<file path="src/rtl/humedad_pkg.sv">
// Shared definitions for the humidity converter.
//   estado_t     : controller states
//   ADC_BITS     : raw sample width
//   BCD_DIGITOS  : packed BCD digits on the output
//   REDONDEO     : half-LSB rounding constant for the >>12 scaling
//   ITERACIONES  : double-dabble iterations (one per input bit)
package humedad_pkg;
  typedef enum logic [1:0] {INACTIVO, ESCALAR, CONVERTIR, HECHO} estado_t;

  localparam int ADC_BITS    = 12;
  localparam int BCD_DIGITOS = 3;
  localparam int REDONDEO    = 2048;
  localparam int ITERACIONES = 10;
  localparam int PCT_BITS    = 10;
  localparam int BCD_BITS    = 4 * BCD_DIGITOS;
  // Product width; exact for ESCALA up to 255 with a full-scale sample.
  localparam int PROD_BITS   = 20;
  localparam int SUMA_BITS   = 14;
endpackage

</file>
<file path="src/rtl/bin_a_bcd.sv">
// Serial shift-add-3 binary to BCD converter.
//   clk, rst : clock, synchronous active-high reset
//   start    : loads bin and begins ITERACIONES iterations
//   bin      : binary value, sampled when start=1
//   done     : high in the cycle whose rising edge commits the last iteration
//   bcd      : packed BCD result, final from the cycle after done
module bin_a_bcd
  import humedad_pkg::*;
(
  input  logic                clk,
  input  logic                rst,
  input  logic                start,
  input  logic [PCT_BITS-1:0] bin,
  output logic                done,
  output logic [BCD_BITS-1:0] bcd
);
  logic [PCT_BITS-1:0] sh;
  logic [BCD_BITS-1:0] acc;
  logic [3:0]          cnt;
  logic                activo;
  logic [BCD_BITS+PCT_BITS-1:0] tmp;

  function automatic logic [BCD_BITS-1:0] ajustar(input logic [BCD_BITS-1:0] b);
    logic [BCD_BITS-1:0] r;
    r = b;
    for (int d = 0; d < BCD_DIGITOS; d++)
      if (r[4*d +: 4] >= 4'd5) r[4*d +: 4] = r[4*d +: 4] + 4'd3;
    return r;
  endfunction

  // Correct digits first, then shift the whole {bcd, bin} register left.
  assign tmp  = {ajustar(acc), sh};
  // Combinational so the controller can leave CONVERTIR on the same edge
  // that completes the last iteration.
  assign done = activo && (cnt == 4'(ITERACIONES - 1));
  assign bcd  = acc;

  always_ff @(posedge clk) begin
    if (rst) begin
      sh     <= '0;
      acc    <= '0;
      cnt    <= '0;
      activo <= 1'b0;
    end else if (start) begin
      sh     <= bin;
      acc    <= '0;
      cnt    <= '0;
      activo <= 1'b1;
    end else if (activo) begin
      acc <= tmp[BCD_BITS+PCT_BITS-2 : PCT_BITS-1];
      sh  <= {tmp[PCT_BITS-2:0], 1'b0};
      cnt <= cnt + 4'd1;
      if (done) activo <= 1'b0;
    end
  end
endmodule

</file>
<file path="src/rtl/conv_humedad.sv">
// Humidity ADC sample to 3-digit BCD percentage converter.
// Optional macro HUMEDAD_PROMEDIO_EN enables a 4-sample moving average.
//   clk, rst   : clock, synchronous active-high reset
//   adc_dato   : raw 12-bit sample, valid with adc_valido
//   adc_valido : one-cycle strobe, only accepted when idle
//   humedad    : packed BCD result {hundreds, tens, units}
//   listo      : one-cycle pulse when humedad updates
//   ocupado    : conversion in progress
module conv_humedad
  import humedad_pkg::*;
#(
  parameter int ESCALA = 100
) (
  input  logic                clk,
  input  logic                rst,
  input  logic [ADC_BITS-1:0] adc_dato,
  input  logic                adc_valido,
  output logic [BCD_BITS-1:0] humedad,
  output logic                listo,
  output logic                ocupado
);
  estado_t estado, estado_sig;
  logic [ADC_BITS-1:0]  muestra, muestra_d;
  logic [PROD_BITS-1:0] producto;
  logic [PCT_BITS-1:0]  pct;
  logic [BCD_BITS-1:0]  bcd;
  logic aceptar, carga, pend, arrancar, fin;

  assign aceptar = (estado == INACTIVO) && adc_valido;
  assign ocupado = (estado != INACTIVO);

  assign producto = PROD_BITS'(muestra) * PROD_BITS'(ESCALA) + PROD_BITS'(REDONDEO);
  assign pct      = PCT_BITS'(producto >> ADC_BITS);

`ifdef HUMEDAD_PROMEDIO_EN
  // Window update happens in the first ESCALAR cycle (pend=1), which
  // stretches latency by one edge without a fifth state.
  logic [3:0][ADC_BITS-1:0] ventana;
  logic [SUMA_BITS-1:0]     suma, suma_nueva;
  logic [ADC_BITS-1:0]      nuevo;

  assign suma_nueva = suma - SUMA_BITS'(ventana[3]) + SUMA_BITS'(nuevo);
  assign carga      = pend;
  assign muestra_d  = suma_nueva[SUMA_BITS-1:2];

  always_ff @(posedge clk) begin
    if (rst) begin
      ventana <= '0;
      suma    <= '0;
      nuevo   <= '0;
      pend    <= 1'b0;
    end else if (aceptar) begin
      nuevo <= adc_dato;
      pend  <= 1'b1;
    end else if (pend) begin
      ventana <= {ventana[2:0], nuevo};
      suma    <= suma_nueva;
      pend    <= 1'b0;
    end
  end
`else
  assign pend      = 1'b0;
  assign carga     = aceptar;
  assign muestra_d = adc_dato;
`endif

  bin_a_bcd u_bcd (
    .clk   (clk),
    .rst   (rst),
    .start (arrancar),
    .bin   (pct),
    .done  (fin),
    .bcd   (bcd)
  );

  always_comb begin
    estado_sig = estado;
    arrancar   = 1'b0;
    case (estado)
      INACTIVO:  if (adc_valido) estado_sig = ESCALAR;
      ESCALAR:   if (!pend) begin
                   arrancar   = 1'b1;
                   estado_sig = CONVERTIR;
                 end
      CONVERTIR: if (fin) estado_sig = HECHO;
      HECHO:     estado_sig = INACTIVO;
      default:   estado_sig = INACTIVO;
    endcase
  end

  always_ff @(posedge clk) begin
    if (rst) begin
      estado  <= INACTIVO;
      muestra <= '0;
      humedad <= '0;
      listo   <= 1'b0;
    end else begin
      estado <= estado_sig;
      listo  <= (estado == HECHO);
      if (carga) muestra <= muestra_d;
      if (estado == HECHO) humedad <= bcd;
    end
  end
endmodule
</file>
<file path="config.mk">
export PLATFORM = sky130hd
export DESIGN_NAME = conv_humedad
export DESIGN_NICKNAME = d
export VERILOG_FILES = /design/src/rtl/humedad_pkg.sv /design/src/rtl/bin_a_bcd.sv /design/src/rtl/conv_humedad.sv
export SDC_FILE = /design/constraint.sdc
export NUM_CORES = 1
export LEC_CHECK = 0
export CELL_PAD_IN_SITES_DETAIL_PLACEMENT = 0
export CELL_PAD_IN_SITES_GLOBAL_PLACEMENT = 1
export CORE_ASPECT_RATIO = 1.4
export CORE_MARGIN = 2
export CORE_UTILIZATION = 46
export CTS_BUF_LIST = sky130_fd_sc_hd__clkbuf_8
export CTS_CLUSTER_SIZE = 30
export DETAILED_ROUTE_END_ITERATION = 8
export PLACE_DENSITY = 0.82
export SETUP_SLACK_MARGIN = 0.2
export SYNTH_ARGS = -nofsm -noshare
export SYNTH_HDL_FRONTEND = slang
export SYNTH_SLANG_ARGS = --single-unit
</file>
<file path="constraint.sdc">
create_clock -name clk -period 4.2 [get_ports clk]
set_clock_uncertainty 0.05 [all_clocks]
set_input_delay 0.84 -clock clk [delete_from_list [all_inputs] [get_ports clk]]
set_output_delay 0.84 -clock clk [all_outputs]
set_load 0.03 [all_outputs]
</file>
==> flow_metrics.env <==
export IMPL_fin_crit_sh_pct=92.7
export IMPL_hold_buffers=0
export IMPL_placed_cell_area_um2=3880
export IMPL_power_density_nw_per_um2=450
export IMPL_placed_cells=519
export IMPL_setup_tns_ns=0
export IMPL_fp_dieH_um=107
export IMPL_synth_edf_count=0
export IMPL_hold_ws_ns=0.435
export IMPL_core_area_um2=7410
export IMPL_hpwl_mm=5.11
export IMPL_drc=0
export IMPL_cts_root_buffer="clkbuf_8"
export IMPL_syn_nets=480
export IMPL_top_usage_layer="met2"
export IMPL_synth_top_area_share_pct=30.7
export IMPL_met2_usage_pct=31.7
export IMPL_synthCells=407
export IMPL_cp_arrival_ns=4.08
export IMPL_fin_util_pct=55.6
export IMPL_antenna_found_initial=0
export IMPL_yosysSeqAreaShare_pct=30.7
export IMPL_die_x_um=77.9
export IMPL_final_cell_area_um2=4120
export IMPL_grt_pass1_wl_mm=11.9
export IMPL_hold_viol_final=0
export IMPL_synth_seq_cells=54
export IMPL_ys_warnings_count=0
export IMPL_clock_sinks=54
export IMPL_cts_reportedPaths_clkPinSlew_ns=0.11
export IMPL_grt_overflow_total=0
export IMPL_power_total_mw=1.85
export IMPL_ys_types=43
export IMPL_synthesis_area_um2=3520
export IMPL_period_minus_slack_ns=3.89
export IMPL_setup_violations=0
export IMPL_max_freq_mhz=257
export IMPL_outcome="complete, no violations"
export IMPL_postSynthAreaPerCell_um2=8.64
export IMPL_synth_most_common_cell="dfxtp_1"
export IMPL_ys_async_sr_fraction_pct=0
export IMPL_grt_pass1_vias=2732
export IMPL_fp_row_count=37
export IMPL_initialDrtViolationCount=153
export IMPL_nets=507
export IMPL_cts_buffers_inserted=5
export IMPL_ys_flop_type="dfxtp_1"
export IMPL_hold_path_class="flop to flop"
export IMPL_worstMarginPinSlew_ns=0.744
export IMPL_vias=2770
export IMPL_final_cells=532
export IMPL_cts_tree="built"
export IMPL_critPathKind="flop to flop"
export IMPL_synth_top_cells_by_count="dfxtp_1 (54), ha_1 (52), nor2_1 (45), inv_1 (40), nand2_1 (34)"
export IMPL_nFillCells=703
export IMPL_maxCapViolCount=0
export IMPL_yosysTopAreaCell="dfxtp_1"
export IMPL_drive_gt1_share_pct=8.28
export IMPL_critPathLaunchType="flop"
export IMPL_drv_slew=0
export IMPL_grt_max_degree=33
export IMPL_io_pins=29
export IMPL_endpoint_kind="flop"
export IMPL_start_util_pct=47.5
export IMPL_clk_latency_ns=0.32
export IMPL_use_met1_pct=20.5
export IMPL_rsz0062_at_grt="true"
export IMPL_relSlewSlack_pct=50.4
export IMPL_cp_max_fo=4
export IMPL_die_area_um2=8370
export IMPL_num_antenna_cells=0
export IMPL_peakVddDrop_mv=0.257
export IMPL_port_buffers=28
export IMPL_cts_buffer_depth=2
export IMPL_htreeDepth=2
export IMPL_gr_usage_all_layers_pct=17.1
export IMPL_wl_mm=6.98
export IMPL_wl_per_cell_um=13.1
export IMPL_synth_area_top_cells="dfxtp_1 (31%), ha_1 (18%), mux2i_1 (6.0%)"
export IMPL_via_per_inst=5.21
export IMPL_p_leak_nw=1.79
export IMPL_timing_final_ws_setup_ns=0.307
export IMPL_gp_congestion=0.816
export IMPL_use_met3_pct=2.35
export IMPL_area_growth_syn_to_layout_pct=17.0
export IMPL_ant_nets=0
export IMPL_drtPass1Iterations=4
export IMPL_worstPathRequired_ns=4.38
export IMPL_dp_slack_ns=0.162
-- power by group --
part | switching [mW] | total, mW | leakage, nW | internal [mW]
clock | 0.193 | 0.333 | 0.0537 | 0.141
sequential | 0.0542 | 0.642 | 0.441 | 0.587
combinational | 0.499 | 0.878 | 1.30 | 0.380
-- cell usage in the layout, fill, tap and decap left out, types with 8 or more instances in the layout --
cell type / n
xnor2_1: 12
a211oi_1: 12
a21oi_1: 30
inv_1: 40
mux2i_1: 21
nor2_1: 45
ha_1: 50
nand2_1: 34
xor2_1: 9
dfxtp_1: 50
nor3_1: 8
o21ai_0: 10
clkdlybuf4s50_1: 28
buf_4: 8
-- state kept, by name, indices dropped and copies added (netlist names) --
name,count
humedad,12
muestra,12
u_bcd.bcd,12
u_bcd.sh,10
u_bcd.cnt,4
estado,2
listo,1
u_bcd.activo,1
-- metal layers --
metal / share of wire (%) / wire (µm)
met4: 1.3 / 92
met1: 44 / 3060
met3: 1.8 / 123
met5: 0 / 0
met2: 53 / 3700
-- worst paths after layout --
kind	endpoint	depth (start not counted)	slack (ns)	from
worst max register to register	u_bcd.sh[6]	14	0.31	muestra[4]
worst min register to register	u_bcd.bcd[11]	2	0.44	u_bcd.bcd[11]
worst max-delay path	u_bcd.sh[6]	14	0.31	muestra[4]
worst min-delay path	u_bcd.bcd[11]	2	0.44	u_bcd.bcd[11]
-- layout make-up --
| type | instances | area, µm² | area share (%) |
|---|---|---|---|
| well taps | 97 | 121 | 2.95 |
| repair buffers | 36 | 340 | 8.27 |
| multi-input cells | 297 | 2310 | 56.2 |
| inverters | 40 | 150 | 3.65 |
| clock buffers | 6 | 82.6 | 2.01 |
| flip-flops and latches | 54 | 1090 | 26.5 |
| clock inverters | 2 | 20.0 | 0.486 |
-- worst max-delay path, stage by stage, from the launching register on --
cell and delay, ns:
dfxtp_2 0.35, ha_1 0.29, ha_1 0.29, inv_1 0.06
fa_1 0.50, inv_1 0.07, ha_4 0.29, and3_4 0.20
or3b_4 0.43, nand3_4 0.10, o2111ai_4 0.14, a211oi_2 0.24
and4bb_1 0.28, mux2_4 0.32, nor4_2 0.19
-- logic make-up after synthesis --
kind of cell / after synthesis / synth area share (%)
adders and majority gates: 58 / 21.9
and+or+nand+nor: 127 / 17.4
muxes: 22 / 6.30
xor gates and xnor gates: 21 / 5.23
AOI/OAI and AO/OA: 69 / 12.5
buffers and inverters: 56 / 5.98
DFF: 54 / 30.7
-- timing repair --
item                       4_1_cts  5_1_grt
resized for setup                2       14
pin swaps                        2        4
buffers inserted                 2        3
setup endpoints to repair        1        4
No activity file was read; power rests on OpenSTA's default activity.
